`src/rtl/tap_host_driver.sv`:
```
// Host-side JTAG driver: turns reset / shift-IR / shift-DR / idle commands into
// registered TMS/TDI steps qualified by tck_en, and collects TDO into rsp_data.
module tap_host_driver #(
  parameter int unsigned MAX_LEN = 32,
  parameter int unsigned LEN_W   = 6
) (
  input  logic               clk,
  input  logic               reset,
  input  logic               cmd_valid,
  output logic               cmd_ready,
  input  logic [1:0]         cmd_type,
  input  logic [LEN_W-1:0]   cmd_len,
  input  logic [MAX_LEN-1:0] cmd_data,
  output logic               tck_en,
  output logic               tms,
  output logic               tdi,
  input  logic               tdo,
  output logic               rsp_valid,
  output logic [MAX_LEN-1:0] rsp_data,
  output logic               busy
);

  localparam int unsigned IDX_W  = (MAX_LEN > 1) ? $clog2(MAX_LEN) : 1;
  localparam int unsigned SYNC_W = 3;
  localparam logic [SYNC_W-1:0] SYNC_LAST = SYNC_W'(5);

  localparam logic [1:0] T_RESET = 2'b00;
  localparam logic [1:0] T_IR    = 2'b01;
  localparam logic [1:0] T_IDLE  = 2'b11;

  // State names the next step to issue; the pins always show the step just issued.
  typedef enum logic [3:0] {
    SYNC, IDLE, SEL_DR, SEL_IR, CAPTURE, SHIFT, EXIT_UPD, RTI_RET, DONE
  } state_t;

  state_t             state, state_n;
  logic [SYNC_W-1:0]  sync_cnt, sync_cnt_n;
  logic               cmd_act, cmd_act_n;
  logic               is_ir, is_ir_n;
  logic [MAX_LEN-1:0] data_q, data_n;
  logic [IDX_W-1:0]   last_idx, last_n;
  logic [IDX_W-1:0]   bit_cnt, bit_n;
  logic [IDX_W-1:0]   pin_idx, pin_n;
  logic               shift_q, shift_n;
  logic [MAX_LEN-1:0] cap, cap_n;
  logic               tck_en_n, tms_n, tdi_n, cmd_ready_n, busy_n, rsp_valid_n;
  logic [MAX_LEN-1:0] rsp_data_n;
  logic [LEN_W-1:0]   len_eff;
  logic [IDX_W-1:0]   len_last;

  // Effective shift length: 0 acts as 1, anything above MAX_LEN is clamped.
  always_comb begin
    len_eff = cmd_len;
    if (cmd_len == '0) begin
      len_eff = LEN_W'(1);
    end else if (cmd_len > LEN_W'(MAX_LEN)) begin
      len_eff = LEN_W'(MAX_LEN);
    end
    len_last = IDX_W'(len_eff - LEN_W'(1));
  end

  // State and registered outputs; reset restarts the TLR auto-sync.
  always_ff @(posedge clk or posedge reset) begin
    if (reset) begin
      state     <= SYNC;
      sync_cnt  <= '0;
      cmd_act   <= 1'b0;
      is_ir     <= 1'b0;
      data_q    <= '0;
      last_idx  <= '0;
      bit_cnt   <= '0;
      pin_idx   <= '0;
      shift_q   <= 1'b0;
      cap       <= '0;
      tck_en    <= 1'b0;
      tms       <= 1'b1;
      tdi       <= 1'b0;
      cmd_ready <= 1'b0;
      busy      <= 1'b1;
      rsp_valid <= 1'b0;
      rsp_data  <= '0;
    end else begin
      state     <= state_n;
      sync_cnt  <= sync_cnt_n;
      cmd_act   <= cmd_act_n;
      is_ir     <= is_ir_n;
      data_q    <= data_n;
      last_idx  <= last_n;
      bit_cnt   <= bit_n;
      pin_idx   <= pin_n;
      shift_q   <= shift_n;
      cap       <= cap_n;
      tck_en    <= tck_en_n;
      tms       <= tms_n;
      tdi       <= tdi_n;
      cmd_ready <= cmd_ready_n;
      busy      <= busy_n;
      rsp_valid <= rsp_valid_n;
      rsp_data  <= rsp_data_n;
    end
  end

  // Next-step decode: picks the step to put on the pins and captures TDO of a finished shift step.
  always_comb begin
    state_n     = state;
    sync_cnt_n  = sync_cnt;
    cmd_act_n   = cmd_act;
    is_ir_n     = is_ir;
    data_n      = data_q;
    last_n      = last_idx;
    bit_n       = bit_cnt;
    pin_n       = pin_idx;
    shift_n     = 1'b0;
    cap_n       = cap;
    tck_en_n    = 1'b0;
    tms_n       = 1'b0;
    tdi_n       = 1'b0;
    cmd_ready_n = 1'b0;
    busy_n      = 1'b1;
    rsp_valid_n = 1'b0;
    rsp_data_n  = rsp_data;

    if (shift_q) begin
      cap_n[pin_idx] = tdo;
    end

    case (state)
      SYNC: begin
        tck_en_n = 1'b1;
        tms_n    = (sync_cnt != SYNC_LAST);
        if (sync_cnt == SYNC_LAST) begin
          state_n = DONE;
        end else begin
          sync_cnt_n = sync_cnt + SYNC_W'(1);
        end
      end
      IDLE: begin
        cmd_ready_n = 1'b1;
        busy_n      = 1'b0;
        if (cmd_valid) begin
          // Accept and issue the first step of the command right away.
          cmd_ready_n = 1'b0;
          busy_n      = 1'b1;
          cmd_act_n   = 1'b1;
          cap_n       = '0;
          data_n      = cmd_data;
          last_n      = len_last;
          bit_n       = '0;
          is_ir_n     = (cmd_type == T_IR);
          tck_en_n    = 1'b1;
          case (cmd_type)
            T_RESET: begin
              tms_n      = 1'b1;
              sync_cnt_n = SYNC_W'(1);
              state_n    = SYNC;
            end
            T_IDLE: begin
              tms_n   = 1'b0;
              state_n = DONE;
            end
            default: begin
              tms_n   = 1'b1;
              state_n = SEL_DR;
            end
          endcase
        end
      end
      SEL_DR: begin
        tck_en_n = 1'b1;
        tms_n    = is_ir;
        state_n  = is_ir ? SEL_IR : CAPTURE;
      end
      SEL_IR: begin
        tck_en_n = 1'b1;
        state_n  = CAPTURE;
      end
      CAPTURE: begin
        tck_en_n = 1'b1;
        state_n  = SHIFT;
      end
      SHIFT: begin
        tck_en_n = 1'b1;
        tdi_n    = data_q[bit_cnt];
        shift_n  = 1'b1;
        pin_n    = bit_cnt;
        if (bit_cnt == last_idx) begin
          tms_n   = 1'b1;
          state_n = EXIT_UPD;
        end else begin
          bit_n = bit_cnt + IDX_W'(1);
        end
      end
      EXIT_UPD: begin
        tck_en_n = 1'b1;
        tms_n    = 1'b1;
        state_n  = RTI_RET;
      end
      RTI_RET: begin
        tck_en_n = 1'b1;
        state_n  = DONE;
      end
      DONE: begin
        // Auto-sync ends here too, but only a host command raises rsp_valid.
        cmd_ready_n = 1'b1;
        busy_n      = 1'b0;
        rsp_valid_n = cmd_act;
        if (cmd_act) begin
          rsp_data_n = cap;
        end
        cmd_act_n = 1'b0;
        state_n   = IDLE;
      end
      default: begin
        sync_cnt_n = '0;
        state_n    = SYNC;
      end
    endcase
  end

endmodule

```
`config.mk`:
```
export PLATFORM = sky130hd
export DESIGN_NAME = tap_host_driver
export DESIGN_NICKNAME = d
export VERILOG_FILES = /design/src/rtl/tap_host_driver.sv
export SDC_FILE = /design/constraint.sdc
export NUM_CORES = 1
export LEC_CHECK = 0
export ABC_AREA = 1
export CAP_MARGIN = 20
export CELL_PAD_IN_SITES_DETAIL_PLACEMENT = 1
export CELL_PAD_IN_SITES_GLOBAL_PLACEMENT = 1
export CORE_UTILIZATION = 44
export CTS_CLUSTER_DIAMETER = 200
export DETAILED_ROUTE_END_ITERATION = 6
export PLACE_DENSITY_LB_ADDON = 0.1
export SETUP_SLACK_MARGIN = 0.02
export SYNTH_ARGS = -nofsm -noshare
export SYNTH_HDL_FRONTEND = slang
export SYNTH_SLANG_ARGS = --single-unit
export TNS_END_PERCENT = 10
```
`constraint.sdc`:
```
create_clock -name clk -period 7.05 [get_ports clk]
set_clock_uncertainty 0.2 [all_clocks]
set_input_delay 1.7625 -clock clk [delete_from_list [all_inputs] [get_ports clk]]
set_output_delay 1.7625 -clock clk [all_outputs]
set_load 0.005 [all_outputs]
```
==> flow_summary.json <==
{
  "grt_max_degree": 90,
  "holdCritPathClass": "flop to flop",
  "coreArea_um2": 13300,
  "clk_latency_ns": 0.43,
  "synth.largest_area_cell": "dfrtp_1",
  "dieArea_um2": 14300,
  "synth_area_leaders": "dfrtp_1 (52%), nand2_1 (15%), inv_1 (4.5%)",
  "rsz0062_at_grt": "no",
  "finish.utilization": 0.564,
  "area_growth_pct": 24.3,
  "timing.reg2reg.worst_path_depth": 6,
  "wirelength_um": 14900,
  "synth_cell_types": 31,
  "netlist_area_um2": 6060,
  "r2r_slack_ns": 4.65,
  "power_density_nw_per_um2": 363,
  "fmax_mhz": 291,
  "cap_violations": 0,
  "grt_pass1_vias": 5249,
  "ctsHoldBuffers": 0,
  "vias": 5031,
  "setup_viol": 0,
  "max-slew-margin-rel": 0.435,
  "p_leak_nw": 3.76,
  "crit_start": "cmd_valid",
  "drv_slew": 0,
  "mostFrequentLayoutCell": "nand2_1",
  "reg2reg_to": "rsp_data[22]$_DFFE_PP0P_",
  "crit_fanout": 84,
  "die_y_um": 119,
  "cp_slowest_cell": "inv_4",
  "hold_depth": 2,
  "mostFrequentLayoutCells": "nand2_1 (242), dfrtp_1 (125), clkdlybuf4s50_1 (81)",
  "io_buffers": 81,
  "avgSynthCellArea_um2": 8.15,
  "endpoint_kind": "flop",
  "drt_iter0_drc": 224,
  "fin_cells": 1004,
  "ios": 82,
  "synthCells": 744,
  "hold_viol": 0,
  "timing.hold.ws_ns": 0.266,
  "post_dp_cell_area_um2": 6910,
  "vias_per_cell": 5.01,
  "critPathLaunchType": "input port",
  "postCtsResizedCells": 0,
  "min_period_ns": 3.44,
  "worst_slew_pin_slew_ns": 0.848,
  "clk_pin_slew_ns": 0.06,
  "placed_cells": 970,
  "routedWlPerCell_um": 14.8,
  "grt_usage": 0.230,
  "grt_pass1_wl_um": 25700,
  "cts_max_path_buffers": 2,
  "worstPathRequired_ns": 7.11,
  "path_cells": "clkdlybuf4s50_1, nand2_4, inv_4, o21ai_0",
  "finish.instance_area_um2": 7530,
  "layout.nets": 866,
  "detailedPlacementHpwl_um": 9990,
  "drtPass1Iterations": 4,
  "critPathKind": "input port to flop",
  "critPathMaxStageDelay_ns": 0.69,
  "drcViolationCount": 0,
  "vdd_ir_drop_max_mv": 0.172,
  "arrival_ns": 3.50,
  "place_ws_ns": 3.15,
  "antenna_found_initial": 0,
  "root_buffer": "clkbuf_16",
  "diodes": 0,
  "synth_fp_nets": 795,
  "overflow": 0,
  "postCtsSetupBuffers": 0,
  "yosysSeqAreaShare": 0.525,
  "drive_gt1_frac": 0.0906,
  "cts_tree": "done",
  "crit_path_end": "data_q[6]$_DFFE_PP0P_",
  "p_total_mw": 2.74,
  "synth_top_area_share": 0.516,
  "period_share": 0.488,
  "die_x_um": 119,
  "hold_start": "rsp_data[30]$_DFFE_PP0P_",
  "status": "complete, no violations",
  "reg2reg_from": "state[1]$_DFFE_PP0P_",
  "cts_htree_levels": 4,
  "initial_utilization": 0.454,
  "final_antenna_net_count": 0,
  "ys_warn_count": 0,
  "globalplace.congestion": 0.813,
  "setup_tns_ns": 0,
  "synth_seq_cells": 127,
  "cts.sinks": 127,
  "setup_ws_ns": 3.61,
  "num_rows": 42,
  "cts_buffers": 17
}
==> final cells by class <==
| cell class | count | area, um2 |
|---|---|---|
| Clock inverter | 14 | 143 |
| Tap cell | 176 | 220 |
| Fill cell | 1626 | 5810 |
| Timing Repair Buffer | 84 | 861 |
| Sequential cell | 127 | 3180 |
| Clock buffer | 18 | 439 |
| Multi-Input combinational cell | 506 | 2390 |
| Inverter | 79 | 304 |
==> power breakdown <==
group / internal [mW] / total, mW / switching [mW]
Clock: 0.527 / 0.859 / 0.333
Sequential: 0.940 / 1.07 / 0.128
Combinational: 0.306 / 0.810 / 0.504
==> state kept, by name, indices dropped and copies added (netlist names), 3 cells and up <==
register  flops
bit_cnt       5
data_q       32
state         4
last_idx      5
sync_cnt      3
rsp_data     32
cap          32
pin_idx       5
==> critical path: cells and delay by family <==
kind	cells	cell delay (ns)
buffers and inverters	2	1.23
AND/OR/NAND/NOR	1	0.25
AO/OA/AOI/OAI	1	0.22
==> Yosys cell counts, drive strengths merged <==
master  instances
a21oi          25
nand3b          1
o21ai          51
or2             3
o211ai          2
inv            79
xnor2           4
nor2           62
buf            18
dfrtp         125
clkbuf         14
dfstp           2
o221ai          1
ha              7
xor2            3
nand2         246
nor3           54
nand3          46
nand4           1
==> cells by family after synthesis <==
group,after synthesis,share of synthesized area
xor gates and xnor gates,7,0.0101
adders and majority gates,7,0.0144
buffers and inverters,111,0.0815
and+or+nand+nor,413,0.303
DFF,127,0.525
AOI/OAI and AO/OA,79,0.0667
==> per-layer routing <==
metal,GRT usage,vias up,share of wire,wire [um]
li1,-,2483,-,-
met1,0.277,2452,0.44,6500
met2,0.401,76,0.52,7710
met3,0.0465,20,0.029,427
met4,0.0906,0,0.017,254
met5,0,-,0,0
==> how the worst min path moves through the flow <==
stage	endpoint	slack, ns
3_5_place_dp	rsp_data[16]$_DFFE_PP0P_	0.26
2_1_floorplan	rsp_data[30]$_DFFE_PP0P_	0.24
4_1_cts	rsp_data[5]$_DFFE_PP0P_	0.27
3_3_place_gp	rsp_data[10]$_DFFE_PP0P_	0.25
6_report	rsp_data[30]$_DFFE_PP0P_	0.27
5_1_grt	rsp_data[4]$_DFFE_PP0P_	0.29
Power figures use the tool's default switching activity.
